--- config.mk ---
export PLATFORM = sky130hd
export DESIGN_NAME = detector_run_ctrl_flat
export DESIGN_NICKNAME = d
export VERILOG_FILES = /design/src/rtl/detector_ctrl_pkg.sv /design/src/rtl/detector_run_ctrl_if.sv /design/src/rtl/detector_run_ctrl_hit_counter.sv /design/src/rtl/detector_run_ctrl.sv /design/src/flat_wrapper.sv
export SDC_FILE = /design/constraint.sdc
export NUM_CORES = 1
export LEC_CHECK = 0
export CORE_ASPECT_RATIO = 1.25
export CORE_UTILIZATION = 25
export CTS_BUF_LIST = sky130_fd_sc_hd__clkbuf_16
export CTS_CLUSTER_DIAMETER = 30
export DETAILED_ROUTE_END_ITERATION = 6
export PLACE_DENSITY = 0.49
export SYNTH_ARGS = -nofsm -noshare
export SYNTH_HDL_FRONTEND = slang
export SYNTH_SLANG_ARGS = --single-unit
--- constraint.sdc ---
create_clock -name clk -period 3 [get_ports clk]
set_clock_uncertainty 0.2 [all_clocks]
set_input_delay 0.3 -clock clk [delete_from_list [all_inputs] [get_ports clk]]
set_output_delay 0.3 -clock clk [all_outputs]
set_load 0.01 [all_outputs]
--- src/rtl/detector_ctrl_pkg.sv ---
// detector_ctrl_pkg: shared state encoding and hit-count limits for the detector run controller
package detector_ctrl_pkg;
   typedef enum logic [2:0] {IDLE, CLEAR, FEED, DRAIN, DONE} run_state_t;
   localparam int HIT_MAX = 99;
   localparam int HIT_W = 7;
endpackage

--- src/rtl/detector_run_ctrl_if.sv ---
// detector_run_ctrl_if: host request/status and detector drive signals of one run controller
interface detector_run_ctrl_if import detector_ctrl_pkg::*; #(parameter int WIDTH = 24) ();
   localparam int LEN_W = $clog2(WIDTH + 1);
   logic start;
   logic abort;
   logic [WIDTH-1:0] pattern;
   logic [LEN_W-1:0] len;
   logic det_z;
   logic det_rst;
   logic det_ena;
   logic det_sig;
   logic busy;
   logic done;
   logic [HIT_W-1:0] hit_count;
   modport master (output start, abort, pattern, len, det_z,
                   input det_rst, det_ena, det_sig, busy, done, hit_count);
   modport slave (input start, abort, pattern, len, det_z,
                  output det_rst, det_ena, det_sig, busy, done, hit_count);
endinterface

--- src/rtl/detector_run_ctrl_hit_counter.sv ---
// hit_counter: saturating detection counter with synchronous clear and enable
module hit_counter import detector_ctrl_pkg::*; (
   input  logic clk,
   input  logic rst,
   input  logic clr,
   input  logic en,
   output logic [HIT_W-1:0] cnt
);
   always_ff @(posedge clk)
      if (rst || clr) cnt <= '0;
      else if (en && cnt != HIT_W'(HIT_MAX)) cnt <= cnt + 1'b1;
endmodule

--- src/rtl/detector_run_ctrl.sv ---
// detector_run_ctrl: runs one sequence_detector test by clearing it, feeding a pattern LSB-first and counting z pulses
module detector_run_ctrl import detector_ctrl_pkg::*; #(
   parameter int WIDTH = 24,
   parameter int CLR_CYCLES = 2,
   parameter int DRAIN_CYCLES = 1
) (
   input logic clk,
   input logic rst,
   detector_run_ctrl_if.slave bus
);
   localparam int LEN_W = $clog2(WIDTH + 1);
   localparam int PH_MAX = WIDTH > CLR_CYCLES ? (WIDTH > DRAIN_CYCLES ? WIDTH : DRAIN_CYCLES)
                                              : (CLR_CYCLES > DRAIN_CYCLES ? CLR_CYCLES : DRAIN_CYCLES);
   localparam int PH_W = $clog2(PH_MAX + 1);
   run_state_t state;
   logic [WIDTH-1:0] sr;
   logic [LEN_W-1:0] len_q;
   logic [LEN_W-1:0] len_c;
   logic [PH_W-1:0] ph;
   logic [HIT_W-1:0] hits;
   logic accept;
   logic count_en;
   logic in_run;
   assign len_c = bus.len > LEN_W'(WIDTH) ? LEN_W'(WIDTH) : bus.len;
   assign accept = state == IDLE && bus.start;
   assign in_run = state == CLEAR || state == FEED || state == DRAIN;
   // an aborting cycle freezes the count, so its z is not taken
   assign count_en = (state == FEED || state == DRAIN) && bus.det_z && !bus.abort;
   assign bus.hit_count = hits;
   hit_counter u_hits (.clk(clk), .rst(rst), .clr(accept), .en(count_en), .cnt(hits));
   // ph counts down the remaining cycles of the current phase
   always_ff @(posedge clk)
      if (rst) begin
         state <= IDLE;
         bus.det_rst <= 1'b1;
         bus.det_ena <= 1'b0;
         bus.det_sig <= 1'b0;
         bus.busy <= 1'b0;
         bus.done <= 1'b0;
         sr <= '0;
         len_q <= '0;
         ph <= '0;
      end else if (bus.abort && in_run) begin
         state <= IDLE;
         bus.det_rst <= 1'b1;
         bus.det_ena <= 1'b0;
         bus.det_sig <= 1'b0;
         bus.busy <= 1'b0;
      end else begin
         case (state)
            IDLE: begin
               bus.det_rst <= 1'b0;
               if (bus.start) begin
                  state <= len_c == '0 ? DONE : CLEAR;
                  bus.det_rst <= len_c != '0;
                  bus.done <= len_c == '0;
                  bus.busy <= 1'b1;
                  sr <= bus.pattern;
                  len_q <= len_c;
                  ph <= PH_W'(CLR_CYCLES - 1);
               end
            end
            CLEAR:
               if (ph == '0) begin
                  state <= FEED;
                  bus.det_rst <= 1'b0;
                  bus.det_ena <= 1'b1;
                  bus.det_sig <= sr[0];
                  sr <= sr >> 1;
                  ph <= PH_W'(len_q - 1'b1);
               end else ph <= ph - 1'b1;
            FEED:
               if (ph == '0) begin
                  bus.det_ena <= 1'b0;
                  bus.det_sig <= 1'b0;
                  if (DRAIN_CYCLES == 0) begin
                     state <= DONE;
                     bus.done <= 1'b1;
                  end else begin
                     state <= DRAIN;
                     ph <= PH_W'(DRAIN_CYCLES - 1);
                  end
               end else begin
                  bus.det_sig <= sr[0];
                  sr <= sr >> 1;
                  ph <= ph - 1'b1;
               end
            DRAIN:
               if (ph == '0) begin
                  state <= DONE;
                  bus.done <= 1'b1;
               end else ph <= ph - 1'b1;
            DONE: begin
               state <= IDLE;
               bus.done <= 1'b0;
               bus.busy <= 1'b0;
            end
            default: state <= IDLE;
         endcase
      end
endmodule

--- src/flat_wrapper.sv ---
// flat-port wrapper written by rule: the top's interface ports become plain ports
module detector_run_ctrl_flat import detector_ctrl_pkg::*;
#(
   parameter int WIDTH = 24,
   parameter int CLR_CYCLES = 2,
   parameter int DRAIN_CYCLES = 1
)
  (clk, rst, bus_start, bus_abort, bus_pattern, bus_len, bus_det_z, bus_det_rst, bus_det_ena, bus_det_sig, bus_busy, bus_done, bus_hit_count);
  detector_run_ctrl_if #(.WIDTH(WIDTH)) bus_i ();
  input logic clk;
  input logic rst;
  input wire logic [$bits(bus_i.start)-1:0] bus_start;
  input wire logic [$bits(bus_i.abort)-1:0] bus_abort;
  input wire logic [$bits(bus_i.pattern)-1:0] bus_pattern;
  input wire logic [$bits(bus_i.len)-1:0] bus_len;
  input wire logic [$bits(bus_i.det_z)-1:0] bus_det_z;
  output wire logic [$bits(bus_i.det_rst)-1:0] bus_det_rst;
  output wire logic [$bits(bus_i.det_ena)-1:0] bus_det_ena;
  output wire logic [$bits(bus_i.det_sig)-1:0] bus_det_sig;
  output wire logic [$bits(bus_i.busy)-1:0] bus_busy;
  output wire logic [$bits(bus_i.done)-1:0] bus_done;
  output wire logic [$bits(bus_i.hit_count)-1:0] bus_hit_count;
  assign bus_i.start = bus_start;
  assign bus_i.abort = bus_abort;
  assign bus_i.pattern = bus_pattern;
  assign bus_i.len = bus_len;
  assign bus_i.det_z = bus_det_z;
  assign bus_det_rst = bus_i.det_rst;
  assign bus_det_ena = bus_i.det_ena;
  assign bus_det_sig = bus_i.det_sig;
  assign bus_busy = bus_i.busy;
  assign bus_done = bus_i.done;
  assign bus_hit_count = bus_i.hit_count;
  detector_run_ctrl #(.WIDTH(WIDTH), .CLR_CYCLES(CLR_CYCLES), .DRAIN_CYCLES(DRAIN_CYCLES)) u_core (.clk(clk), .rst(rst), .bus(bus_i));
endmodule
=== Word level (Yosys, flattened, before mapping) ===
Cells that the tools add are included.

* Bits in registers: 49
* Bits in latches: 0
* Memory bits (writable): 0
* Bits in read-only memories: 0
* Bits of input ports: 34
* Output and inout port bits: 12
* Logic and storage cells: 84
* Memories: 0

* $add $sub $neg: 3
* Multipliers: 0
* Div/mod/pow operators: 0
* Order comparisons: 1
* Equal/unequal tests: 11
* Shift-type cells: 0
* Multiplexer cells: 28
* Bitwise logic cells: 1
* Reduce and logical (&&, ||, !) cells: 30

{| class="wikitable"
|+ Operators with widths
! operator !! number
|-
| $mux W24 || 3
|-
| $pmux W24 S3 || 1
|-
| $mux W5 || 5
|-
| $pmux W5 S4 || 1
|-
| $mux W3 || 5
|-
| $ne A2 B2 Y1 const B || 6
|-
| $pmux W3 S4 || 1
|-
| $reduce_and A4 Y1 || 3
|-
| $logic_not A5 Y1 || 2
|-
| $sub A5 B1 Y5 const B || 2
|-
| $pmux W1 S2 || 4
|-
| $add A7 B1 Y7 const B || 1
|-
| $mux W1 || 7
|-
| $ne A7 B7 Y1 const B || 1
|-
| $eq A3 B2 Y1 const B || 2
|-
| $reduce_and A2 Y1 || 3
|-
| $reduce_and A3 Y1 || 2
|-
| $reduce_bool A2 Y1 || 3
|-
| $reduce_bool A3 Y1 || 2
|-
| $gt A5 B5 Y1 const B || 1
|-
| $logic_and A1 B1 Y1 || 5
|-
| $reduce_and A5 Y1 || 1
|-
| $reduce_bool A5 Y1 || 1
|-
| $logic_or A1 B1 Y1 || 4
|-
| other kinds (8) || 8
|}

=== Longest topological paths before layout ===
* Depth after elaboration: 6
* Gate-level depth with buffers: 9
* Depth with buffers taken out: 7

=== Cells and area by module ===
Synthesis repeated with hierarchy kept, for this count alone.

* Cell total of the unflattened synthesis: 291
* Area, all modules: 2,676.3 um2

{| class="wikitable"
|+ By module, submodules not included
! module !! times used !! cells each !! area an instance (um2) !! seq. area each (um2)
|-
| detector_run_ctrl || 1 || 253 || 2,336.0 || 840.8
|-
| hit_counter || 1 || 38 || 340.3 || 140.1
|}

=== Worst setup path after synthesis ===
Ideal clock, no wire load.

* Path type: flip-flop to flip-flop
* Start: register u_core.ph[0]
* End: register u_core.sr[0]
* Library setup time: 0.146 ns
* Data arrival time: 1.855 ns
* Required time: 2.654 ns
* Path slack: 0.799 ns
* Cell stages (with the launch flop): 10
* Path buffers: 3
* Period minus slack after synthesis: 2.201 ns
* Path through: dfxtp_1 -> inv_1 -> ha_1 -> or4b_1 -> buf_2 -> nor4_2 -> or3_4 -> buf_6 -> buf_6 -> a211oi_2

* Word-level cells in the longest chain between the ends: 3
* Elaborated cells on any way between the ends: 4
* Those cells by class: 2 x eq/ne; 2 x reduce/logical

{| class="wikitable"
|+ RTL lines
! element !! line !! source
|-
| start, declared || detector_run_ctrl.sv:19 || <nowiki>logic [PH_W-1:0] ph;</nowiki>
|-
| start signal, assigned || detector_run_ctrl.sv:60 || <nowiki>ph <= PH_W'(CLR_CYCLES - 1);</nowiki>
|-
| start signal, assigned || detector_run_ctrl.sv:70 || <nowiki>ph <= PH_W'(len_q - 1'b1);</nowiki>
|-
| start signal, assigned || detector_run_ctrl.sv:71 || <nowiki>end else ph <= ph - 1'b1;</nowiki>
|-
| $logic_not A5 Y1 * || detector_run_ctrl.sv:64, detector_run_ctrl.sv:73 ||
|-
| $ne A2 B2 Y1 (no line) || n/a ||
|-
| $reduce_and A5 Y1 (no line) * || n/a ||
|-
| end signal, assigned || detector_run_ctrl.sv:58 || <nowiki>sr <= bus.pattern;</nowiki>
|-
| end signal, assigned || detector_run_ctrl.sv:69 || <nowiki>sr <= sr >> 1;</nowiki>
|-
| end signal, assigned || detector_run_ctrl.sv:85 || <nowiki>sr <= sr >> 1;</nowiki>
|-
| end, declared || detector_run_ctrl.sv:16 || <nowiki>logic [WIDTH-1:0] sr;</nowiki>
|}

Mark *: on every way between the ends. The rest lies on a longest branch, timed or not.
A chain may end at the register's enable or synchronous reset.

=== Worst setup path after layout ===
* Start: register u_core.ph[0]
* End: register u_core.sr[14]

The elaborated chain is that of the path after synthesis.

==> flow_metrics.py <==
metrics = {
    "outcome": {
        "outcome": "finished, final reports clean",
    },
    "sta": {
        "fmax_mhz": 372,
        "final.setup.tns_ns": 0,
        "fin_crit_ns": 2.69,
        "finalHoldWorstSlack_ns": 0.155,
        "tightest_slew_ns": 0.710,
        "post-route-worst-setup-slack_ns": 0.308,
        "maxSlewViolCount": 0,
        "grt_setup_unrepaired": "no",
        "timing.final.setup_violations": 0,
        "final-hold-violation-count": 0,
        "worst_slew_margin_rel": 0.526,
        "post-route-period-util": 0.897,
    },
    "clock_network": {
        "clock_tree.root_cell": "clkbuf_16",
        "cts_tree": "yes",
        "hold_buffers": 0,
        "cts-buffers-inserted": 5,
        "postCtsResizedCells": 0,
        "cts.sinks": 49,
        "cts_max_level": 2,
        "max_root_sink_buffers": 2,
        "clock_latency_of_the_later_clocked_register_in_the_worst_skew_pair_ns": 0.28,
        "clk_pin_slew_ns": 0.07,
        "cts.repair_timing.setup_buffer_count": 0,
    },
    "drt": {
        "routedWlPerCell_um": 12.7,
        "totalWireLength_um": 5600,
        "ant_nets": 0,
        "dr.first_iter.drc_count": 67,
        "route.vias.total": 2067,
        "drc_errors": 0,
        "vias_per_cell": 4.69,
        "dr.pass1.iters": 4,
    },
    "synthesis": {
        "synth_warnings": 0,
        "synthDistinctLibCells": 43,
        "synth_fp_nets": 315,
        "post_synth.cell_area_avg_um2": 9.21,
        "synthCells": 278,
        "synth_seq_area_share": 0.383,
        "netlist_area_um2": 2560,
        "yosys_reg_bits": 49,
    },
    "finish": {
        "area_delta_synth_final_pct": 26.7,
        "finalInstanceArea_um2": 3240,
        "final_cell_mix": "dfxtp_1, clkdlybuf4s50_1, nor2_1, mux2i_1, a211oi_2",
        "layout_commonest_cell": "dfxtp_1",
        "final_cells": 441,
        "num_antenna_cells": 0,
        "design.final.nets": 352,
        "drive_gt1_frac": 0.124,
        "fill_cells": 1046,
    },
    "min_path": {
        "hold_path.class": "in -> reg",
    },
    "place": {
        "dp_worst_setup_slack_ns": 0.306,
        "dpl.cell_count": 434,
        "routabilityCongestion": 0.707,
        "io_buffers": 45,
        "placed_area_um2": 3080,
        "hpwl_after_dpl_um": 3860,
    },
    "power_and_ir_drop": {
        "cell_internal_pwr_mw": 1.78,
        "switching_power_mw": 1.08,
        "irDropWorstVdd_mv": 0.298,
        "combinationalPowerShare": 0.434,
        "cellLeakagePower_nw": 1.14,
        "switch_share": 0.376,
        "total_power_divided_by_cell_area_nw_per_um2": 881,
        "power.clock.fraction": 0.217,
        "power.sequential.fraction": 0.349,
    },
    "grt": {
        "wire_length_of_the_first_global_routing_pass_um": 9520,
        "grt_start_max_net_pins": 49,
        "gr_overflow_total": 0,
        "first_global_vias": 2013,
        "grt_util_all_layers": 0.110,
        "antenna_violations_before_repair": 0,
    },
    "floorplan": {
        "rows": 40,
        "fp.dieH_um": 115,
        "dieWidth_um": 92.5,
        "num_io_pins": 46,
        "die-area_um2": 10700,
        "floorplan.initialDensity": 0.262,
        "core-area_um2": 9760,
    },
    "critical_path": {
        "worst_ep_required_time_ns": 3.00,
        "cp_num_buf_inv": 1,
        "crit_fanout": 48,
        "worstPathCellList": "inv_1 -> ha_1 -> or4b_1 -> nor4_2 -> or3_4 -> nor2_1 -> a211oi_2",
        "critical-path-slowest-cell": "or4b_1",
        "start_to_end_type_of_the_worst_setup_path": "reg -> reg",
        "critical_path_arrival_ns": 2.69,
        "cp-end-kind": "flip-flop",
        "biggest_cell_delay_along_the_critical_path_ns": 0.64,
        "setup.worst_path.start_class": "flip-flop",
        "critical-path-top-delay-family": "simple AND/OR/NAND/NOR gates",
    },
    "run": {
        "max_cap_viol_count": 0,
    },
}
## worst reg2reg max path, delay by kind of cell (launching register included)
| family | cells | cell delay [ns] |
|---|---|---|
| AOI/OAI and AO/OA | 1 | 0.22 |
| buffers and inverters | 1 | 0.06 |
| and+or+nand+nor | 4 | 1.59 |
| adders and majority gates | 1 | 0.22 |
| DFF | 1 | 0.33 |
## worst paths after layout
kind | start | cells after the start | slack (ns) | to
setup / recovery | u_core.ph[0] | 7 | 0.31 | u_core.sr[14]
hold / removal | rst | 2 | 0.16 | u_core.len_q[3]
setup reg to reg | u_core.ph[0] | 7 | 0.31 | u_core.sr[14]
hold reg to reg | u_core.len_q[1] | 2 | 0.27 | u_core.len_q[1]
## layer usage
layer	wire (um)	vias up	part of all wire	global-route usage
li1	-	1075	-	-
met1	2680	952	0.48	0.140
met2	2630	38	0.47	0.186
met3	242	2	0.043	0.0198
met4	55	0	0.0098	0.0375
met5	0	-	0	0
## power by group through the flow
stage	Combinational [mW]	Clock [mW]	Sequential, mW
final	1.24	0.620	0.998
after global routing	1.39	0.672	1.04
after CTS	1.26	0.639	1.00
after detailed placement	1.25	0	1.01
after global placement	1.24	0	1.01
after floorplan	1.10	0	0.944
## sequential cells by signal, indices dropped and copies added, names as in the netlist
name and cells:
u_core.bus.busy 1, u_core.bus.det_ena 1, u_core.bus.det_rst 1, u_core.bus.det_sig 1, u_core.bus.done 1, u_core.len_q 5
u_core.ph 5, u_core.sr 24, u_core.state 3, u_core.u_hits.cnt 7
## metrics by stage
step / power [mW] / utilization
finish: 2.86 / 0.332
global route: 3.10 / 0.332
CTS: 2.90 / 0.332
detailed placement: 2.27 / 0.316
global placement: 2.24 / 0.316
floorplan: 2.04 / -
## cell families (layout without fill, tap and decap cells)
| kind of cell | Yosys count | count (layout) | synth area share |
|---|---|---|---|
| flops | 49 | 49 | 0.383 |
| simple gates | 100 | 100 | 0.198 |
| compound gates | 66 | 66 | 0.221 |
| xor+xnor | 9 | 9 | 0.0308 |
| mux | 25 | 25 | 0.0978 |
| buf+inv | 26 | 63 | 0.0543 |
| fa+ha+maj | 3 | 3 | 0.0147 |
## synth_stat cells
master	n	area, um^2
mux2i_1	25	250
nor4b_4	1	23.8
a41oi_1	1	8.76
o2111a_1	1	11.3
a221oi_1	2	17.5
buf_2	3	15.0
nor4_2	1	12.5
nand3b_1	1	7.51
o31a_1	1	8.76
nand4_1	4	25.0
a21oi_2	1	8.76
o21ai_0	11	55.1
o21a_1	1	7.51
inv_1	8	30.0
nand2_1	19	71.3
nand2b_1	7	43.8
a22o_1	4	35.0
nor2_1	41	154
o21bai_1	1	7.51
nor4bb_1	1	10.0
clkbuf_1	8	30.0
a211o_1	2	17.5
nand3_1	4	20.0
xnor2_1	1	8.76
nor4b_2	1	15.0
dfxtp_1	49	981
or4b_1	1	10.0
nor4_1	1	6.26
nor3_1	12	60.1
or3_4	1	11.3
and3_1	1	6.26
a221o_1	1	10.0
buf_1	2	7.51
or3_1	2	12.5
a21oi_1	15	75.1
buf_6	5	56.3
ha_1	3	37.5
o22ai_1	1	6.26
a211oi_2	23	288
xor2_1	8	70.1
nand4bb_1	1	11.3
or4_1	1	7.51
a2bb2oi_1	1	8.76
## area by class of cell
type                    instances  area, um^2  area share
flip-flops and latches         49         981       0.302
repair buffers                 48         468       0.144
inverters                       8        30.0     0.00926
multi-input cells             203        1450       0.446
well taps                     126         158      0.0486
clock inverters                 2        35.0      0.0108
clock buffers                   5         125      0.0386
(Power assumes the default switching activity.)
